===== config.mk =====
export PLATFORM = sky130hd
export DESIGN_NAME = sr_latch_access_ctrl
export DESIGN_NICKNAME = d
export VERILOG_FILES = /design/src/rtl/sr_latch_ctrl_pkg.sv /design/src/rtl/rr_arb2.sv /design/src/rtl/sr_latch_access_ctrl.sv
export SDC_FILE = /design/constraint.sdc
export NUM_CORES = 1
export LEC_CHECK = 0
export BUFFER_PORTS_ARGS = -buffer_cell sky130_fd_sc_hd__buf_2
export CAP_MARGIN = 5
export CORE_UTILIZATION = 47
export DETAILED_ROUTE_END_ITERATION = 10
export PLACE_DENSITY = 0.73
export SLEW_MARGIN = 15
export SYNTH_ARGS = -nofsm -noshare
export SYNTH_HDL_FRONTEND = slang
export SYNTH_SLANG_ARGS = --single-unit

===== constraint.sdc =====
create_clock -name clk -period 1.6 [get_ports clk]
set_clock_uncertainty 0.15 [all_clocks]
set_input_delay 0.32 -clock clk [delete_from_list [all_inputs] [get_ports clk]]
set_output_delay 0.32 -clock clk [all_outputs]
set_load 0.02 [all_outputs]

===== src/rtl/sr_latch_ctrl_pkg.sv =====
// Shared types and helpers for the SR-latch access controller.
package sr_latch_ctrl_pkg;

    typedef enum logic [2:0] {
        IDLE  = 3'd0,
        SETUP = 3'd1,
        PULSE = 3'd2,
        HOLD  = 3'd3,
        DONE  = 3'd4
    } state_t;

    typedef enum logic [1:0] {
        CMD_REFRESH = 2'b00,
        CMD_SET     = 2'b01,
        CMD_RESET   = 2'b10,
        CMD_ILLEGAL = 2'b11
    } cmd_t;

    // Wide enough to hold the longest phase length.
    function automatic int cnt_width(input int a, input int b, input int c);
        int m;
        m = a;
        if (b > m) m = b;
        if (c > m) m = c;
        return (m < 1) ? 1 : $clog2(m + 1);
    endfunction

endpackage


===== src/rtl/rr_arb2.sv =====
// Two-way round-robin arbiter; the pointer moves only when a grant is taken.
module rr_arb2 (
    input  logic       clk,
    input  logic       rst_n,
    input  logic [1:0] req,
    input  logic       advance,
    output logic [1:0] grant
);

    // Index of the requester granted most recently; reset favours requester 0.
    logic last_q;

    always_comb begin
        case (req)
            2'b01:   grant = 2'b01;
            2'b10:   grant = 2'b10;
            2'b11:   grant = last_q ? 2'b01 : 2'b10;
            default: grant = 2'b00;
        endcase
    end

    always_ff @(posedge clk or negedge rst_n) begin
        if (!rst_n) begin
            last_q <= 1'b1;
        end else if (advance && (|grant)) begin
            last_q <= grant[1];
        end
    end

endmodule


===== src/rtl/sr_latch_access_ctrl.sv =====
// Shares one gated SR latch between two requesters: setup, enable pulse, hold,
// then a one-cycle done, with S/R frozen whenever C is high.
module sr_latch_access_ctrl
    import sr_latch_ctrl_pkg::*;
#(
    parameter int SETUP_CYC = 2,
    parameter int PULSE_CYC = 3,
    parameter int HOLD_CYC  = 1
) (
    input  logic       clk,
    input  logic       rst_n,
    input  logic [1:0] req,
    input  logic [1:0] cmd0,
    input  logic [1:0] cmd1,
    output logic [1:0] gnt,
    output logic [1:0] done,
    output logic       err,
    output logic       busy,
    output logic       latch_s,
    output logic       latch_r,
    output logic       latch_c,
    output logic [2:0] state_dbg
);

    localparam int CW = cnt_width(SETUP_CYC, PULSE_CYC, HOLD_CYC);
    localparam logic [CW-1:0] SETUP_LAST = CW'(SETUP_CYC - 1);
    localparam logic [CW-1:0] PULSE_LAST = CW'(PULSE_CYC - 1);
    localparam logic [CW-1:0] HOLD_LAST  = CW'(HOLD_CYC - 1);

    state_t          state_q, state_d;
    logic [CW-1:0]   cnt_q, cnt_d;
    cmd_t            cmd_q, cmd_d;
    logic            owner_q, owner_d;
    logic            advance;
    logic [1:0]      arb_gnt;

    logic            active_d, busy_d, err_d, s_d, r_d, c_d;
    logic [1:0]      gnt_d, done_d;
    logic [1:0]      gnt_q, done_q;
    logic            err_q, busy_q, s_q, r_q, c_q;

    rr_arb2 u_arb (
        .clk     (clk),
        .rst_n   (rst_n),
        .req     (req),
        .advance (advance),
        .grant   (arb_gnt)
    );

    always_comb begin
        state_d = state_q;
        cnt_d   = cnt_q + 1'b1;
        cmd_d   = cmd_q;
        owner_d = owner_q;
        advance = 1'b0;
        case (state_q)
            IDLE: begin
                cnt_d = '0;
                if (|req) begin
                    advance = 1'b1;
                    owner_d = arb_gnt[1] & ~arb_gnt[0];
                    cmd_d   = owner_d ? cmd_t'(cmd1) : cmd_t'(cmd0);
                    state_d = (cmd_d == CMD_ILLEGAL) ? DONE : SETUP;
                end
            end
            SETUP: if (cnt_q == SETUP_LAST) begin
                state_d = PULSE;
                cnt_d   = '0;
            end
            PULSE: if (cnt_q == PULSE_LAST) begin
                state_d = HOLD;
                cnt_d   = '0;
            end
            HOLD: if (cnt_q == HOLD_LAST) begin
                state_d = DONE;
                cnt_d   = '0;
            end
            DONE: begin
                state_d = IDLE;
                cnt_d   = '0;
            end
            default: begin
                state_d = IDLE;
                cnt_d   = '0;
            end
        endcase
    end

    // Outputs are decoded from the next state and registered alongside it.
    always_comb begin
        active_d = (state_d == SETUP) || (state_d == PULSE) || (state_d == HOLD);
        busy_d   = (state_d != IDLE);
        gnt_d    = busy_d ? (owner_d ? 2'b10 : 2'b01) : 2'b00;
        done_d   = (state_d == DONE) ? (owner_d ? 2'b10 : 2'b01) : 2'b00;
        err_d    = (state_d == DONE) && (cmd_d == CMD_ILLEGAL);
        s_d      = active_d && (cmd_d == CMD_SET);
        r_d      = active_d && (cmd_d == CMD_RESET);
        c_d      = (state_d == PULSE);
    end

    always_ff @(posedge clk or negedge rst_n) begin
        if (!rst_n) begin
            state_q <= IDLE;
            cnt_q   <= '0;
            cmd_q   <= CMD_REFRESH;
            owner_q <= 1'b0;
            gnt_q   <= 2'b00;
            done_q  <= 2'b00;
            err_q   <= 1'b0;
            busy_q  <= 1'b0;
            s_q     <= 1'b0;
            r_q     <= 1'b0;
            c_q     <= 1'b0;
        end else begin
            state_q <= state_d;
            cnt_q   <= cnt_d;
            cmd_q   <= cmd_d;
            owner_q <= owner_d;
            gnt_q   <= gnt_d;
            done_q  <= done_d;
            err_q   <= err_d;
            busy_q  <= busy_d;
            s_q     <= s_d;
            r_q     <= r_d;
            c_q     <= c_d;
        end
    end

    assign gnt       = gnt_q;
    assign done      = done_q;
    assign err       = err_q;
    assign busy      = busy_q;
    assign latch_s   = s_q;
    assign latch_r   = r_q;
    assign latch_c   = c_q;
    assign state_dbg = state_q;

endmodule


==> results.sh, run 1 <==
export IMPL_endpoint="latch_r$_DFF_PN0_"
export IMPL_syn_nets=94
export IMPL_clock_latency_ns=0.30
export IMPL_io_pins=20
export IMPL_ant_nets=0
export IMPL_cts_buffer_depth=2
export IMPL_drcViolationCount=0
export IMPL_overflow=0
export IMPL_dr_wl_met2_um=988
export IMPL_clkSlewWorstSetupHoldPaths_ns=0.10
export IMPL_cts_tree="done"
export IMPL_regArea_um2=457
export IMPL_fmax_mhz=623
export IMPL_ys_ff_latch=18
export IMPL_maxSlewViolCount=0
export IMPL_yosysSeqAreaShare_pct=48.9
export IMPL_met3WireLength_um=51
export IMPL_avgSynthCellArea_um2=11.5
export IMPL_reg2reg_from="state_dbg[0]$_DFF_PN0_"
export IMPL_rows=15
export IMPL_die_area_um2=2150
export IMPL_violations="negative setup slack"
export IMPL_max_cap_violations=0
export IMPL_fin_cells=141
export IMPL_yosys_area_top_type="dfrtp_1"
export IMPL_die_w_um=46.3
export IMPL_diodes=0
export IMPL_worst_slack_ns=-0.00479
export IMPL_synth_cell_types=32
export IMPL_synthFlopType="dfrtp_1"
export IMPL_dp_cells=135
export IMPL_netlist_top_cells_area="dfrtp_1 46%, ha_1 8.1%, mux2_4 3.3%, dfstp_2 2.8%, nand2_1 2.8%"
export IMPL_track_usage_pct=22.2
export IMPL_rsz0062_at_grt="true"
export IMPL_wl_per_cell_um=13.3
export IMPL_hold_viol=0
export IMPL_crit_path_start="state_dbg[0]$_DFF_PN0_"
export IMPL_power_leakage_nw=0.619
export IMPL_arrival_ns=1.68
export IMPL_top_layer_used="met4"
export IMPL_post_route_util_pct=71.7
export IMPL_firstDrtPassIters=3
export IMPL_synthTopCellsByCount="17 x dfrtp_1, 7 x nand2_1, 7 x nor2_1"
export IMPL_cp_data_required_time_ns=1.67
export IMPL_synth_async_reset_ratio_pct=100
export IMPL_dpl_hpwl_mm=1.40
export IMPL_numClockSinks=18
export IMPL_fp_dieH_um=46.3
export IMPL_path_max_fanout=4
export IMPL_grt_pass1_wl_mm=3.26
export IMPL_yosys_area_top_type_share_pct=46.1
export IMPL_rr_endpoint="latch_r$_DFF_PN0_"
export IMPL_syn_inst=80
export IMPL_status="finished with violations"
export IMPL_worstRegToRegCells=5
export IMPL_core_um2=1780
export IMPL_grt_start_max_net_pins=19
export IMPL_first_iter_violations=8
export IMPL_m1WireLength_um=812
export IMPL_cts_max_level=1
export IMPL_final_area_um2=1280
export IMPL_worst_setup_path_start_kind="flop"
export IMPL_synth_most_common_cell="dfrtp_1"
export IMPL_postRouteWirelength_mm=1.88
export IMPL_finalSetupViolCount=1
export IMPL_drive_gt1_share_pct=58.6
export IMPL_start_util_pct=51.8
export IMPL_r2r_slack_ns=-0.005
export IMPL_p_per_area_nw_per_um2=1940
export IMPL_pre_cts_ws_ns=-0.0778
export IMPL_portBuffers=19
export IMPL_grt_pass1_vias=734
export IMPL_antenna_found_initial=0
export IMPL_vias_per_cell=4.97
export IMPL_worstSetupEndpointType="flop"
export IMPL_vias=701
export IMPL_root_buffer="clkbuf_4"
export IMPL_slew_headroom_pct=72.3
export IMPL_post_dp_cell_area_um2=1140
export IMPL_fin_crit_sh_pct=100
export IMPL_synth_edf_count=0
export IMPL_numCtsBuffers=3
export IMPL_min_period_ns=1.60
export IMPL_n_fill_cell=128
export IMPL_synth_area_um2=923
export IMPL_area_growth_syn_to_layout_pct=38.5
export IMPL_place_congestion=0.756
export IMPL_max_slew_worst_pin_slew_ns=0.415
export IMPL_multi_input_area_um2=500
export IMPL_ys_warn_count=0
export IMPL_max_vdd_ir_drop_mv=1.24
export IMPL_nets=131
export IMPL_hold_path_class="input port to flop"
export IMPL_path_class="flop to flop"
metrics by stage:
stage / total power, W / hold slack [ns] / setup TNS, ns
global route: 0.00268 / 0.193 / -0.223
detailed placement: 0.00203 / 0.123 / -0.310
floorplan: 0.00163 / -0.126 / -0.308
CTS: 0.00235 / 0.175 / -0.0409
global placement: 0.00197 / 0.117 / -0.0650
finish: 0.00248 / 0.191 / -0.00479
power breakdown:
| part | internal, W | switching (W) | leakage (nW) |
|---|---|---|---|
| sequential | 0.000649 | 0.000121 | 0.224 |
| clock | 0.0000972 | 0.000141 | 0.0150 |
| combinational | 0.000700 | 0.000772 | 0.380 |
| total | 0.00145 | 0.00103 | 0.619 |
how the worst min path moves through the flow:
stage          slack, ns    from  depth (start not counted)                  endpoint
5_1_grt             0.19  req[0]                          3  u_arb.last_q$_DFFE_PN1P_
3_3_place_gp        0.12   rst_n                          1        cnt_q[0]$_DFF_PN0_
4_1_cts             0.18  req[0]                          3  u_arb.last_q$_DFFE_PN1P_
2_1_floorplan      -0.13   rst_n                          0            busy$_DFF_PN0_
6_report            0.19  req[0]                          3  u_arb.last_q$_DFFE_PN1P_
3_5_place_dp        0.12   rst_n                          1            busy$_DFF_PN0_
logic make-up after synthesis:
kind of cell | count (synthesis) | synth area share (%)
buffers and inverters | 12 | 5.96
DFF | 18 | 48.9
AOI/OAI and AO/OA | 17 | 15.4
adders and majority gates | 6 | 8.13
muxes | 7 | 10.6
and+or+nand+nor | 20 | 11.0
cell type report:
cell class                      instances  share of cell area [%]
Multi-Input combinational cell         50                    39.1
Sequential cell                        18                    35.7
Inverter                                9                    3.03
Clock buffer                            4                    2.05
Timing Repair Buffer                   35                    17.6
Tap cell                               25                    2.45
flip-flops by register name (all words and copies together) (netlist names):
name and count:
cnt_q 2, busy 1, cmd_q 2, u_arb.last_q 1, latch_c 1, err 1
latch_r 1, state_dbg 3, owner_q 1, gnt 2, done 2, latch_s 1
metal layers:
metal | vias up | global-route usage [%]
met5 | - | 0
met1 | 342 | 25.6
met4 | 0 | 10.6
met2 | 14 | 39.4
met3 | 2 | 3.14
li1 | 343 | -
cell usage in the layout, fill, tap and decap left out, drive strengths merged:
cell type	n
clkbuf	4
ha	6
a211oi	2
nor3	2
a21oi	3
o21a	1
mux2	3
nand3b	1
o22a	1
dfrtp	17
nor2b	1
inv	9
nand2	7
mux2i	4
a31oi	1
nor2	7
dlygate4sd3	1
a21boi	1
o211a	1
buf	34
a21o	1
nor3b	1
dfstp	1
or2	1
o21ai	1
a22oi	3
a32oi	1
o31ai	1
critical path, stage by stage (launching register included):
cell and delay [ns]:
dfrtp_2 0.43, nor3_4 0.25, o21a_4 0.22, mux2i_4 0.28, inv_2 0.06, a211oi_2 0.14
repair_timing:
item | in CTS | in global routing
resized for setup | 12 | 11
buffers inserted | 0 | 1
endpoints found under the setup margin | 9 | 12
hold buffers | 1 | 0
pin swaps | 6 | 3
hold endpoints to repair | 17 | 0
Note: power is estimated with default switching activity, not from simulation.
==> run 2: changes to the inputs <==
--- a/config.mk
+++ b/config.mk
@@ -5,11 +5,12 @@
 export SDC_FILE = /design/constraint.sdc
 export NUM_CORES = 1
 export LEC_CHECK = 0
-export BUFFER_PORTS_ARGS = -buffer_cell sky130_fd_sc_hd__buf_2
+export BUFFER_PORTS_ARGS = -buffer_cell sky130_fd_sc_hd__buf_4
 export CAP_MARGIN = 5
 export CORE_UTILIZATION = 47
 export DETAILED_ROUTE_END_ITERATION = 10
 export PLACE_DENSITY = 0.73
+export SETUP_SLACK_MARGIN = 0.02
 export SLEW_MARGIN = 15
 export SYNTH_ARGS = -nofsm -noshare
 export SYNTH_HDL_FRONTEND = slang
==> run 2 against run 1 <==
Effect of this change: the flow still finishes with violations (negative setup slack); maximum frequency decreased by 1.7%; cell area increased by 9.7%; power increased by 10%; die area unchanged; sequential cell count unchanged; hold slack got worse by 0.019 ns; critical path type unchanged; critical endpoint is now err$_DFF_PN0_; largest power group unchanged.
==> results.sh, run 2 (synthesis results as in run 1) <==
export IMPL_first_iter_violations=10
export IMPL_postRouteWirelength_mm=2.20
export IMPL_overflow=0
export IMPL_start_util_pct=51.8
export IMPL_antenna_found_initial=0
export IMPL_cts_tree="done"
export IMPL_whs_ns=0.172
export IMPL_fin_crit_sh_pct=102
export IMPL_numClockSinks=18
export IMPL_cts_buffer_depth=2
export IMPL_hold_viol=0
export IMPL_max_slew_worst_pin_slew_ns=0.265
export IMPL_reg2reg_from="u_arb.last_q$_DFFE_PN1P_"
export IMPL_finalSetupViolCount=4
export IMPL_max_cap_violations=0
export IMPL_grt_pass1_vias=728
export IMPL_max_vdd_ir_drop_mv=1.33
export IMPL_worst_slack_ns=-0.0326
export IMPL_fp_dieH_um=46.3
export IMPL_path_cells="a21boi_4 -> mux2_4 -> mux2i_4 -> buf_4 -> nor3_2"
export IMPL_maxSlewViolCount=0
export IMPL_vias_per_cell=4.99
export IMPL_nets=137
export IMPL_p_per_area_nw_per_um2=1950
export IMPL_crit_family="flip-flops"
export IMPL_place_congestion=0.742
export IMPL_wl_per_cell_um=14.9
export IMPL_portBuffers=19
export IMPL_layout_commonest_cell="buf_4"
export IMPL_rsz0062_at_grt="true"
export IMPL_cts_max_level=1
export IMPL_die_w_um=46.3
export IMPL_clock_latency_ns=0.29
export IMPL_final_cell_mix="35 x buf_4, 13 x dfrtp_1, 7 x nand2_1, 7 x nor2_1, 5 x buf_6"
export IMPL_slew_headroom_pct=82.4
export IMPL_worst_setup_path_start_kind="flop"
export IMPL_largest_reg_flops=3
export IMPL_max_stage_delay_ns=0.60
export IMPL_finalPower_w=0.00273
export IMPL_firstDrtPassIters=4
export IMPL_fmax_mhz=613
export IMPL_path_class="flop to flop"
export IMPL_rows=15
export IMPL_hold_path_startpoint="req[0]"
export IMPL_min_period_ns=1.63
export IMPL_diodes=0
export IMPL_path_max_fanout=4
export IMPL_post_route_util_pct=78.7
export IMPL_hold_path_class="input port to flop"
export IMPL_track_usage_pct=23.0
export IMPL_crit_path_start="u_arb.last_q$_DFFE_PN1P_"
export IMPL_clkSlewWorstSetupHoldPaths_ns=0.11
export IMPL_ant_nets=0
export IMPL_core_um2=1780
export IMPL_violations="negative setup slack"
export IMPL_power_leakage_nw=0.674
export IMPL_cp_data_required_time_ns=1.63
export IMPL_arrival_ns=1.66
export IMPL_worstSetupEndpointType="flop"
export IMPL_grt_start_max_net_pins=19
export IMPL_drive_gt1_share_pct=62.3
export IMPL_drcViolationCount=0
export IMPL_cp_buffers_inverters=1
export IMPL_grt_pass1_wl_mm=3.33
export IMPL_n_fill_cell=108
export IMPL_io_pins=20
export IMPL_dpl_hpwl_mm=1.37
export IMPL_status="finished with violations"
export IMPL_root_buffer="clkbuf_4"
export IMPL_die_area_um2=2150
export IMPL_numCtsBuffers=3
export IMPL_area_growth_syn_to_layout_pct=51.9
export IMPL_critical_path_slowest_cell="dfstp_2"
export IMPL_vias=734
-- run 2: repair_timing --
item | 4_1_cts | 5_1_grt
resized for setup | 11 | 16
pin swaps | 4 | 9
endpoints found under the setup margin | 12 | 15
setup buffers | 4 | 4
endpoints found under the hold margin | 18 | 0
hold buffers | 1 | 0
cloned | 0 | 0
-- run 2: final timing paths --
kind,to,slack (ns),cells after the start
worst min register to register,owner_q$_DFF_PN0_,0.37,2
min in group asynchronous,cnt_q[1]$_DFF_PN0_,0.27,2
worst min-delay path,u_arb.last_q$_DFFE_PN1P_,0.17,3
worst max register to register,err$_DFF_PN0_,-0.03,5
max in group asynchronous,u_arb.last_q$_DFFE_PN1P_,0.77,2
worst max-delay path,err$_DFF_PN0_,-0.03,5
-- run 2: per-layer routing --
| metal | GRT usage [%] | part of all wire (%) | vias up |
|---|---|---|---|
| met1 | 30.0 | 48 | 361 |
| met3 | 4.71 | 3.0 | 2 |
| met2 | 37.8 | 48 | 18 |
| li1 | - | - | 353 |
| met4 | 7.06 | 0.59 | 0 |
| met5 | 0 | 0 | - |
-- run 2: power by group --
group | total (W) | internal (W) | leakage (nW) | switching (W)
sequential | 0.000787 | 0.000650 | 0.224 | 0.000137
clock | 0.000283 | 0.000139 | 0.0210 | 0.000144
combinational | 0.00166 | 0.000850 | 0.429 | 0.000808
-- run 2: area by class of cell --
| class | count | area, um^2 | share of cell area [%] |
|---|---|---|---|
| Multi-Input combinational cell | 50 | 513 | 36.6 |
| Timing Repair Buffer | 41 | 329 | 23.5 |
| Clock buffer | 4 | 36.3 | 2.59 |
| Sequential cell | 18 | 457 | 32.6 |
| Inverter | 9 | 36.3 | 2.59 |
| Tap cell | 25 | 31.3 | 2.23 |
-- run 2: worst reg2reg max path, stage by stage (launching register included) --
cell and delay [ns]:
dfstp_2 0.60, a21boi_4 0.09, mux2_4 0.32, mux2i_4 0.16, buf_4 0.16, nor3_2 0.04
-- run 2: per-stage QoR --
| step | TNS, ns | instance area (um^2) | instances | setup slack, ns |
|---|---|---|---|---|
| 2_1_floorplan | -0.308 | 941 | 80 | -0.103 |
| 3_3_place_gp | -0.166 | 1180 | 134 | -0.0546 |
| 3_5_place_dp | -0.377 | 1180 | 134 | -0.0841 |
| 4_1_cts | -0.263 | 1310 | 143 | -0.0591 |
| 5_1_grt | -0.475 | 1400 | 147 | -0.0843 |
| 6_report | -0.0793 | 1400 | 147 | -0.0326 |
==> run 3: changes to the inputs <==
--- a/config.mk
+++ b/config.mk
@@ -7,6 +7,7 @@
 export LEC_CHECK = 0
 export BUFFER_PORTS_ARGS = -buffer_cell sky130_fd_sc_hd__buf_4
 export CAP_MARGIN = 5
+export CORE_MARGIN = 10
 export CORE_UTILIZATION = 47
 export DETAILED_ROUTE_END_ITERATION = 10
 export PLACE_DENSITY = 0.73
==> run 3 against run 2 <==
Effect of this change: the run still ends with negative setup slack left; clock-buffer cell count did not move; die area grew 93%; largest power group unchanged; largest cell class unchanged; sequential cell count unchanged; core utilization is 6.4 points lower; critical path type unchanged; highest routed layer unchanged; critical endpoint is now gnt[1]$_DFF_PN0_; register-to-register slack barely moved.
==> results.sh, run 3 (synthesis results as in run 1) <==
export IMPL_status="finished with violations"
export IMPL_violations="negative setup slack"
export IMPL_setup_tns_final_ns=-0.0555
export IMPL_fmax_mhz=616
export IMPL_overflow=0
export IMPL_cts_tree="done"
export IMPL_whs_ns=0.187
export IMPL_area_growth_syn_to_layout_pct=40.9
export IMPL_track_usage_pct=10.0
export IMPL_root_buffer="clkbuf_4"
export IMPL_max_cap_violations=0
export IMPL_core_um2=1800
export IMPL_largest_reg_flops=3
export IMPL_grt_pass1_vias=750
export IMPL_max_slew_worst_pin_slew_ns=0.258
export IMPL_worst_slack_ns=-0.0238
export IMPL_numClockSinks=18
export IMPL_fp_dieH_um=64.3
export IMPL_postRouteWirelength_mm=2.06
export IMPL_clock_latency_ns=0.29
export IMPL_rows=15
export IMPL_place_congestion=0.833
export IMPL_die_area_um2=4140
export IMPL_die_w_um=64.3
export IMPL_worstSetupEndpointType="flop"
export IMPL_diodes=0
export IMPL_path_max_fanout=4
export IMPL_drcViolationCount=0
export IMPL_grt_start_max_net_pins=19
export IMPL_wl_per_cell_um=14.7
export IMPL_hold_viol=0
export IMPL_maxSlewViolCount=0
export IMPL_min_period_ns=1.62
export IMPL_p_per_area_nw_per_um2=1890
export IMPL_power_leakage_nw=0.624
export IMPL_final_cell_mix="31 x buf_4, 14 x dfrtp_1, 7 x nand2_1, 7 x nor2_1, 5 x inv_2"
export IMPL_path_class="flop to flop"
export IMPL_start_util_pct=51.3
export IMPL_hold_path_class="input port to flop"
export IMPL_vias_per_cell=5.12
export IMPL_n_fill_cell=139
export IMPL_first_iter_violations=7
export IMPL_antenna_found_initial=0
export IMPL_finalPower_w=0.00246
export IMPL_max_vdd_ir_drop_mv=1.16
export IMPL_cts_buffer_depth=2
export IMPL_cp_data_required_time_ns=1.61
export IMPL_worst_setup_path_start_kind="flop"
export IMPL_arrival_ns=1.64
export IMPL_portBuffers=19
export IMPL_pre_cts_ws_ns=-0.0723
export IMPL_nets=130
export IMPL_slew_headroom_pct=82.6
export IMPL_post_route_util_pct=72.2
export IMPL_rsz0062_at_grt="true"
export IMPL_firstDrtPassIters=4
export IMPL_vias=717
export IMPL_ant_nets=0
export IMPL_multi_input_area_um2=489
export IMPL_finalSetupViolCount=3
export IMPL_clkSlewWorstSetupHoldPaths_ns=0.10
export IMPL_cts_max_level=1
export IMPL_io_pins=20
export IMPL_fin_crit_sh_pct=101
export IMPL_numCtsBuffers=3
export IMPL_dpl_hpwl_mm=1.56
export IMPL_drive_gt1_share_pct=55.7
export IMPL_layout_commonest_cell="buf_4"
export IMPL_regArea_um2=455
export IMPL_grt_pass1_wl_mm=3.36
## run 3: area by class of cell
| class | instances | area share (%) |
|---|---|---|
| tap | 25 | 2.40 |
| clock buffer | 4 | 2.02 |
| sequential | 18 | 35.0 |
| multi-input combinational | 50 | 37.6 |
| inverter | 9 | 2.60 |
| timing repair buffer | 34 | 20.4 |
## run 3: where the power goes
| part | switching, W | leakage, nW | internal, W | total [W] |
|---|---|---|---|---|
| Clock | 0.000132 | 0.0150 | 0.0000968 | 0.000229 |
| Sequential | 0.000145 | 0.225 | 0.000648 | 0.000793 |
| Combinational | 0.000734 | 0.383 | 0.000701 | 0.00143 |
## run 3: worst max-delay path, stage by stage (launching register included)
cell	delay (ns)
dfrtp_1	0.44
buf_6	0.14
ha_4	0.16
buf_6	0.11
a21oi_2	0.10
or2_4	0.12
o211a_1	0.21
nor2_1	0.07
## run 3: final timing paths
path / endpoint / cells after the start / slack [ns] / startpoint
setup / recovery: gnt[1]$_DFF_PN0_ / 7 / -0.02 / cnt_q[0]$_DFF_PN0_
hold / removal: u_arb.last_q$_DFFE_PN1P_ / 3 / 0.19 / req[0]
setup reg to reg: gnt[1]$_DFF_PN0_ / 7 / -0.02 / cnt_q[0]$_DFF_PN0_
hold reg to reg: cnt_q[0]$_DFF_PN0_ / 1 / 0.39 / state_dbg[2]$_DFF_PN0_
max in group asynchronous: u_arb.last_q$_DFFE_PN1P_ / 2 / 0.77 / rst_n
min in group asynchronous: cmd_q[1]$_DFF_PN0_ / 2 / 0.26 / rst_n
## run 3: repair_timing
action / in CTS / in global routing
endpoints found under the hold margin: 18 / 0
buffers inserted: 2 / 0
hold buffers: 1 / 0
endpoints found under the setup margin: 9 / 12
pin swaps: 8 / 2
resized for setup: 12 / 5
## run 3: per-layer routing
layer / part of all wire (%) / GRT usage, % / up-vias
li1: - / - / 344
met1: 41 / 10.6 / 353
met2: 55 / 18.5 / 18
met3: 3.3 / 1.92 / 2
met4: 0.63 / 4.81 / 0
met5: 0 / 0 / -
## run 3: per-stage QoR
step | cells | instance area, um^2
2_1_floorplan | 80 | 941
3_3_place_gp | 133 | 1180
3_5_place_dp | 133 | 1180
4_1_cts | 140 | 1280
5_1_grt | 140 | 1300
6_report | 140 | 1300
